--- src/rtl/mem_wb_pipe_stage_if.sv ---
// -----------------------------------------------------------------------------
// mem_wb_pipe_stage_if
//   Valid/ready bundle for one MEM->WB pipeline entry. It carries the control
//   bits, the destination register and the data payload.
//   master : drives valid/ctrl/waddr/data and samples ready
//   slave  : samples valid/ctrl/waddr/data and drives ready
// Parameters: DATA_W (data payload), CTRL_W (control bits), ADDR_W (write address)
// -----------------------------------------------------------------------------
interface mem_wb_pipe_stage_if #(
   parameter int DATA_W = 96,
   parameter int CTRL_W = 11,
   parameter int ADDR_W = 5
);
   logic              valid;
   logic              ready;
   logic [CTRL_W-1:0] ctrl;
   logic [ADDR_W-1:0] waddr;
   logic [DATA_W-1:0] data;

   modport master (output valid, output ctrl, output waddr, output data, input ready);
   modport slave  (input valid, input ctrl, input waddr, input data, output ready);
endinterface

--- src/rtl/mem_wb_pipe_stage.sv ---
// -----------------------------------------------------------------------------
// mem_wb_pipe_stage
//   MEM->WB pipeline register with a 2-entry skid buffer. Because of the skid
//   buffer, in_if.ready can be a plain flop with no combinational path from
//   in_if.valid or out_if.ready. Control bits read zero whenever no entry is
//   presented, so a bubble or a flushed instruction can never write the
//   register file or HI/LO.
// Ports:
//   clock_i      rising-edge clock
//   reset_ni     asynchronous active-low reset
//   flush_i      synchronous kill of every held entry and of the same-cycle accept
//   in_if        upstream entry (slave modport)
//   out_if       head entry towards write-back (master modport)
//   stall_cnt_o  saturating count of cycles with out valid && !out ready
//   bubble_cnt_o saturating count of cycles with !out valid
// Optional feature: define MEM_WB_STATS_EN to build the two statistics counters
// and their ports. Without it, both ports and the CNT_W parameter are absent.
// -----------------------------------------------------------------------------
module mem_wb_pipe_stage #(
   parameter int DATA_W = 96,
   parameter int CTRL_W = 11,
   parameter int ADDR_W = 5
`ifdef MEM_WB_STATS_EN
   ,
   parameter int CNT_W  = 16
`endif
) (
   input  logic                clock_i,
   input  logic                reset_ni,
   input  logic                flush_i,
   mem_wb_pipe_stage_if.slave  in_if,
   mem_wb_pipe_stage_if.master out_if
`ifdef MEM_WB_STATS_EN
   ,
   output logic [CNT_W-1:0]    stall_cnt_o,
   output logic [CNT_W-1:0]    bubble_cnt_o
`endif
);

   typedef enum logic [1:0] {
      ST_EMPTY = 2'b00,
      ST_BUSY  = 2'b01,
      ST_FULL  = 2'b10
   } state_t;

   state_t            state_q, state_d;
   logic              valid_q, valid_d;
   logic              ready_q, ready_d;
   logic [CTRL_W-1:0] main_ctrl_q,  main_ctrl_d;
   logic [ADDR_W-1:0] main_waddr_q, main_waddr_d;
   logic [DATA_W-1:0] main_data_q,  main_data_d;
   logic [CTRL_W-1:0] skid_ctrl_q,  skid_ctrl_d;
   logic [ADDR_W-1:0] skid_waddr_q, skid_waddr_d;
   logic [DATA_W-1:0] skid_data_q,  skid_data_d;
   logic              acc_s;
   logic              pop_s;

   assign acc_s = in_if.valid && ready_q;
   assign pop_s = valid_q && out_if.ready;

   assign in_if.ready  = ready_q;
   assign out_if.valid = valid_q;
   assign out_if.ctrl  = main_ctrl_q;
   assign out_if.waddr = main_waddr_q;
   assign out_if.data  = main_data_q;

   // Next-state and next-entry logic; flush overrides every other event.
   always_comb begin
      state_d      = state_q;
      main_ctrl_d  = main_ctrl_q;
      main_waddr_d = main_waddr_q;
      main_data_d  = main_data_q;
      skid_ctrl_d  = skid_ctrl_q;
      skid_waddr_d = skid_waddr_q;
      skid_data_d  = skid_data_q;
      if (flush_i) begin
         // Zeroing ctrl is what makes a killed entry harmless; data is don't-care.
         state_d     = ST_EMPTY;
         main_ctrl_d = {CTRL_W{1'b0}};
         skid_ctrl_d = {CTRL_W{1'b0}};
      end else begin
         case (state_q)
            ST_EMPTY: begin
               if (acc_s) begin
                  main_ctrl_d  = in_if.ctrl;
                  main_waddr_d = in_if.waddr;
                  main_data_d  = in_if.data;
                  state_d      = ST_BUSY;
               end else begin
                  state_d = ST_EMPTY;
               end
            end
            ST_BUSY: begin
               if (acc_s && pop_s) begin
                  main_ctrl_d  = in_if.ctrl;
                  main_waddr_d = in_if.waddr;
                  main_data_d  = in_if.data;
               end else if (acc_s) begin
                  skid_ctrl_d  = in_if.ctrl;
                  skid_waddr_d = in_if.waddr;
                  skid_data_d  = in_if.data;
                  state_d      = ST_FULL;
               end else if (pop_s) begin
                  main_ctrl_d = {CTRL_W{1'b0}};
                  state_d     = ST_EMPTY;
               end else begin
                  state_d = ST_BUSY;
               end
            end
            ST_FULL: begin
               if (pop_s) begin
                  main_ctrl_d  = skid_ctrl_q;
                  main_waddr_d = skid_waddr_q;
                  main_data_d  = skid_data_q;
                  skid_ctrl_d  = {CTRL_W{1'b0}};
                  state_d      = ST_BUSY;
               end else begin
                  state_d = ST_FULL;
               end
            end
            default: begin
               state_d     = ST_EMPTY;
               main_ctrl_d = {CTRL_W{1'b0}};
               skid_ctrl_d = {CTRL_W{1'b0}};
            end
         endcase
      end
      // Handshake flags are decoded from the next state so both are pure flops.
      valid_d = (state_d != ST_EMPTY);
      ready_d = (state_d != ST_FULL);
   end

   // State, handshake flags and both entries.
   always_ff @(posedge clock_i or negedge reset_ni) begin
      if (!reset_ni) begin
         state_q      <= ST_EMPTY;
         valid_q      <= 1'b0;
         ready_q      <= 1'b1;
         main_ctrl_q  <= {CTRL_W{1'b0}};
         main_waddr_q <= {ADDR_W{1'b0}};
         main_data_q  <= {DATA_W{1'b0}};
         skid_ctrl_q  <= {CTRL_W{1'b0}};
         skid_waddr_q <= {ADDR_W{1'b0}};
         skid_data_q  <= {DATA_W{1'b0}};
      end else begin
         state_q      <= state_d;
         valid_q      <= valid_d;
         ready_q      <= ready_d;
         main_ctrl_q  <= main_ctrl_d;
         main_waddr_q <= main_waddr_d;
         main_data_q  <= main_data_d;
         skid_ctrl_q  <= skid_ctrl_d;
         skid_waddr_q <= skid_waddr_d;
         skid_data_q  <= skid_data_d;
      end
   end

`ifdef MEM_WB_STATS_EN
   localparam logic [CNT_W-1:0] CNT_MAX = {CNT_W{1'b1}};
   localparam logic [CNT_W-1:0] CNT_ONE = {{(CNT_W-1){1'b0}}, 1'b1};

   logic [CNT_W-1:0] stall_cnt_q;
   logic [CNT_W-1:0] bubble_cnt_q;

   assign stall_cnt_o  = stall_cnt_q;
   assign bubble_cnt_o = bubble_cnt_q;

   // Saturating statistics counters; only reset clears them, flush does not.
   always_ff @(posedge clock_i or negedge reset_ni) begin
      if (!reset_ni) begin
         stall_cnt_q  <= {CNT_W{1'b0}};
         bubble_cnt_q <= {CNT_W{1'b0}};
      end else begin
         if (valid_q && !out_if.ready && (stall_cnt_q != CNT_MAX)) begin
            stall_cnt_q <= stall_cnt_q + CNT_ONE;
         end
         if (!valid_q && (bubble_cnt_q != CNT_MAX)) begin
            bubble_cnt_q <= bubble_cnt_q + CNT_ONE;
         end
      end
   end
`endif

endmodule

--- src/flat_wrapper.sv ---
// flat-port wrapper written by rule: the top's interface ports become plain ports
module mem_wb_pipe_stage_flat 
#(
   parameter int DATA_W = 96,
   parameter int CTRL_W = 11,
   parameter int ADDR_W = 5

)
  (clock_i, reset_ni, flush_i, in_if_valid, in_if_ctrl, in_if_waddr, in_if_data, in_if_ready, out_if_valid, out_if_ctrl, out_if_waddr, out_if_data, out_if_ready);
  mem_wb_pipe_stage_if #(.DATA_W(DATA_W), .CTRL_W(CTRL_W), .ADDR_W(ADDR_W)) in_if_i ();
  mem_wb_pipe_stage_if #(.DATA_W(DATA_W), .CTRL_W(CTRL_W), .ADDR_W(ADDR_W)) out_if_i ();
  input  logic clock_i;
  input  logic reset_ni;
  input  logic flush_i;
  input wire logic [$bits(in_if_i.valid)-1:0] in_if_valid;
  input wire logic [$bits(in_if_i.ctrl)-1:0] in_if_ctrl;
  input wire logic [$bits(in_if_i.waddr)-1:0] in_if_waddr;
  input wire logic [$bits(in_if_i.data)-1:0] in_if_data;
  output wire logic [$bits(in_if_i.ready)-1:0] in_if_ready;
  output wire logic [$bits(out_if_i.valid)-1:0] out_if_valid;
  output wire logic [$bits(out_if_i.ctrl)-1:0] out_if_ctrl;
  output wire logic [$bits(out_if_i.waddr)-1:0] out_if_waddr;
  output wire logic [$bits(out_if_i.data)-1:0] out_if_data;
  input wire logic [$bits(out_if_i.ready)-1:0] out_if_ready;
  assign in_if_i.valid = in_if_valid;
  assign in_if_i.ctrl = in_if_ctrl;
  assign in_if_i.waddr = in_if_waddr;
  assign in_if_i.data = in_if_data;
  assign in_if_ready = in_if_i.ready;
  assign out_if_valid = out_if_i.valid;
  assign out_if_ctrl = out_if_i.ctrl;
  assign out_if_waddr = out_if_i.waddr;
  assign out_if_data = out_if_i.data;
  assign out_if_i.ready = out_if_ready;
  mem_wb_pipe_stage #(.DATA_W(DATA_W), .CTRL_W(CTRL_W), .ADDR_W(ADDR_W)) u_core (.clock_i(clock_i), .reset_ni(reset_ni), .flush_i(flush_i), .in_if(in_if_i), .out_if(out_if_i));
endmodule
--- config.mk ---
export PLATFORM = sky130hd
export DESIGN_NAME = mem_wb_pipe_stage_flat
export DESIGN_NICKNAME = d
export VERILOG_FILES = /design/src/rtl/mem_wb_pipe_stage_if.sv /design/src/rtl/mem_wb_pipe_stage.sv /design/src/flat_wrapper.sv
export SDC_FILE = /design/constraint.sdc
export NUM_CORES = 1
export LEC_CHECK = 0
export BUFFER_PORTS_ARGS = -buffer_cell sky130_fd_sc_hd__buf_2
export CAP_MARGIN = 20
export CORE_MARGIN = 1.5
export CORE_UTILIZATION = 55
export DETAILED_ROUTE_END_ITERATION = 8
export PLACE_DENSITY = 0.85
export SLEW_MARGIN = 10
export SYNTH_ARGS = -nofsm -noshare
export SYNTH_HDL_FRONTEND = slang
export SYNTH_SLANG_ARGS = --single-unit
--- constraint.sdc ---
create_clock -name clock_i -period 2.4 [get_ports clock_i]
set_input_delay 0.48 -clock clock_i [delete_from_list [all_inputs] [get_ports clock_i]]
set_output_delay 0.48 -clock clock_i [all_outputs]
set_load 0.005 [all_outputs]
==> summary.md <==
| Metric | Value |
|---|---|
| Fin cells | 1352 |
| Post-synth top area cell | dfrtp_1 |
| CP Class | reg -> reg |
| Net switching power | 3750 uW |
| Reg power frac | 45.9% |
| Post-layout util | 67.6% |
| Root buf cell | clkbuf_16 |
| Worst Tran Pin Value | 0.945 ns |
| GRT busiest layer | met2 |
| Dpl cell area | 11800 um^2 |
| Sequential area share after synthesis | 54.5% |
| Most used DFF post-synth | dfrtp_1 |
| Worst path required time | 2.78 ns |
| Top post-synthesis cells by area | dfrtp_1, mux2_4, nand2_1 |
| Rows | 50 |
| Mapped Cells | 873 |
| Type of the most critical hold path | in -> reg |
| Worst R2R Path Depth | 6 |
| Fmax | 464 MHz |
| Number of enable flip-flop cells after synthesis | 0 |
| Clock tree sinks | 228 |
| # diodes | 0 |
| Storage cell area | 5710 um^2 |
| Final Setup Violations | 0 |
| Die area | 19900 um^2 |
| Fin. Hold Viols | 0 |
| Net Sw Frac | 27.6% |
| Inserted Clock Buffers | 25 |
| Max clock buf depth | 3 |
| Hold_buf cts | 1 |
| Pwr Density | 1080 nW/um^2 |
| Worst Path Arrival | 2.54 ns |
| Skew final | 0.0134 ns |
| Post-route cell area | 12700 um^2 |
| Vias in the first global route | 7589 |
| Cell internal pwr | 9860 uW |
| Max-slew headroom | 37.0% |
| Reg2Reg Setup Slack | 0.25 ns |
| Reg2reg start | u_core.state_q[0] |
| First-pass GRT wire length | 37700 um |
| Routed WL per cell | 17.3 um |
| Gpl congestion | 0.767 |
| Mean post-synth cell area | 12.0 um^2 |
| Largest delay share family, worst path | compound AO/OA/AOI/OAI gates |
| Post-Synthesis Net Count | 990 |
| Asr flop ratio synth | 100% |
| Dpl hpwl | 14800 um |
| RSZ-0062 raised after global routing | false |
| Skew-Pair Late Insertion Delay | 0.51 ns |
| Distinct cells, synth | 32 |
| Die width | 141 um |
| Final nets | 1218 |
| Starting Density | 55.9% |
| Run status | completed |
| Setup tns final | 0 ns |
| FILL cells | 1335 |
| P&R area growth vs syn | 20.9% |
| Yosys top cell area share | 54.3% |
| Post-CTS Setup Repair Bufs | 0 |
| CTS tree | yes |
| Placed insts | 1307 |
| CP Max Fanout | 17 |
| Die height | 141 um |
| Gr usage total | 23.5% |
| Core area | 18700 um^2 |
| Hold path depth | 2 |
| Worst vdd ir | 0.000787 V |
| Worst Hold End | u_core.skid_data_q[9] |
| Vias | 7217 |
| Total wire length | 23400 um |
| Max-Cap Viols | 0 |
| Global Route met1 Usage | 29.6% |
| # resized after CTS | 0 |
| Area of the multi-input gates | 4300 um^2 |
| I/O pins | 231 |
| Vias per cell | 5.34 |
| Setup crit end kind | flop |
| Antenna Nets Post-Route | 0 |
| Combinational cell fraction of total power | 25.8% |
| Clock transition at path regs | 0.06 ns |
| Critical Path Max Stage Delay | 0.51 ns |
| Clock power share | 28.3% |
| Fin crit share | 89.7% |
| Synth Cell Area | 10500 um^2 |
| Startpoint types | flop |
| Synth Warn # | 0 |
| # H-tree levels | 1 |
| Critical path buffers and inverters | 2 |
| GR Layer Usage met3 | 4.72% |
| Met2 Use GR | 41.3% |
| Most common cell in the netlist | nand2_1 |
| First-pass DRT Iterations | 4 |
| Layout cell share with drive strength beyond 1 | 44.3% |
| Grt total ovfl | 0 |
| Initial antenna violation count | 1 |
| Largest net degree at the start of global routing | 94 |
| Critical R2R Capture | u_core.out_if.data[0] |
| Max-slew violation count | 0 |
| Min-delay src | in_if_data[9] |
| Leak | 0.00642 uW |
| Min Tclk post-route | 2.15 ns |
| Worst path cell trace | a21boi_1 > o32a_1 > nor2_4 > buf_12 > buf_4 > mux2_2 |
| Yosys reg bits | 228 |
| Input/output buffers | 230 |
| Starting DRT DRC Count | 219 |
| Residual DRC count | 0 |
| Critical-path top delay cell | dfrtp_1 |
| Commonest cells post-synth | nand2_1, dfrtp_1, mux2_2 |
==> how the worst max path moves through the flow <==
| stage | from | end | slack [ns] | depth (start not counted) |
|---|---|---|---|---|
| 3_3_place_gp | out_if_ready | u_core.out_if.data[0] | 0.35 | 7 |
| 6_report | u_core.state_q[0] | u_core.out_if.data[0] | 0.25 | 6 |
| 2_1_floorplan | u_core.in_if.ready | u_core.out_if.data[10] | 0.51 | 6 |
| 3_5_place_dp | u_core.state_q[0] | u_core.out_if.data[1] | 0.31 | 6 |
| 4_1_cts | u_core.state_q[0] | u_core.out_if.data[0] | 0.25 | 6 |
| 5_1_grt | u_core.state_q[0] | u_core.out_if.ctrl[1] | 0.15 | 4 |
==> cell type report <==
class | instances | share of cell area, %
multi-input combinational | 579 | 34.0
inverter | 12 | 0.356
timing repair buffer | 255 | 11.7
sequential | 228 | 45.1
tap | 234 | 2.31
clock buffer | 33 | 5.66
clock inverter | 11 | 0.900
==> cell families after synthesis <==
family | synth area share (%)
compound gates | 2.61
xor+xnor | 0.0837
buf+inv | 4.59
flops | 54.5
mux | 26.0
simple gates | 12.2
==> stage by stage <==
stage | hold WS, ns | setup WS [ns] | total power [uW]
6_report | 0.200 | 0.246 | 13600
5_1_grt | 0.198 | 0.150 | 14300
4_1_cts | 0.185 | 0.255 | 13700
3_5_place_dp | 0.468 | 0.308 | 9770
3_3_place_gp | 0.467 | 0.346 | 9530
2_1_floorplan | 0.184 | 0.506 | 8390
==> power groups by stage <==
stage	clock network [uW]	registers [uW]	logic [uW]
6_report	3850	6250	3510
3_5_place_dp	0	6250	3520
4_1_cts	3920	6240	3550
3_3_place_gp	0	6170	3360
5_1_grt	4050	6420	3810
2_1_floorplan	0	6120	2270
==> worst register-to-register path: stages, from the launching register on <==
cell and delay, ns:
dfrtp_1 0.51, a21boi_1 0.21, o32a_1 0.34, nor2_4 0.16, buf_12 0.20, buf_4 0.23, mux2_2 0.36
==> sequential cells by signal (all words and copies together) (netlist names) <==
name,flops
u_core.out_if.data,96
u_core.skid_data_q,96
u_core.out_if.ctrl,11
u_core.skid_ctrl_q,11
u_core.out_if.waddr,5
u_core.skid_waddr_q,5
u_core.state_q,2
u_core.in_if.ready,1
u_core.out_if.valid,1
==> layout by cell type (no fill, tap or decap), types with 2 or more instances in the layout <==
cell type | netlist | layout
a21oi_1 | 6 | 6
clkbuf_16 | 0 | 25
o21bai_1 | 2 | 2
a22oi_1 | 11 | 11
clkinvlp_4 | 0 | 2
clkbuf_8 | 0 | 6
nand2_1 | 318 | 318
mux2_4 | 90 | 90
nand2b_4 | 1 | 2
mux2_2 | 103 | 103
inv_1 | 12 | 12
buf_2 | 20 | 229
mux2i_1 | 11 | 11
buf_12 | 10 | 10
o2bb2ai_1 | 11 | 11
clkinv_2 | 0 | 6
buf_4 | 10 | 14
mux2_1 | 9 | 9
bufinv_16 | 0 | 2
nor2_1 | 4 | 4
dfrtp_1 | 227 | 227
clkbuf_1 | 13 | 2
==> layer usage <==
| layer | vias to the layer above | wire, um |
|---|---|---|
| met5 | - | 13 |
| met4 | 2 | 549 |
| met3 | 44 | 1210 |
| met2 | 202 | 11700 |
| met1 | 3624 | 9920 |
| li1 | 3345 | - |
Note: power is estimated with default switching activity, not from simulation.
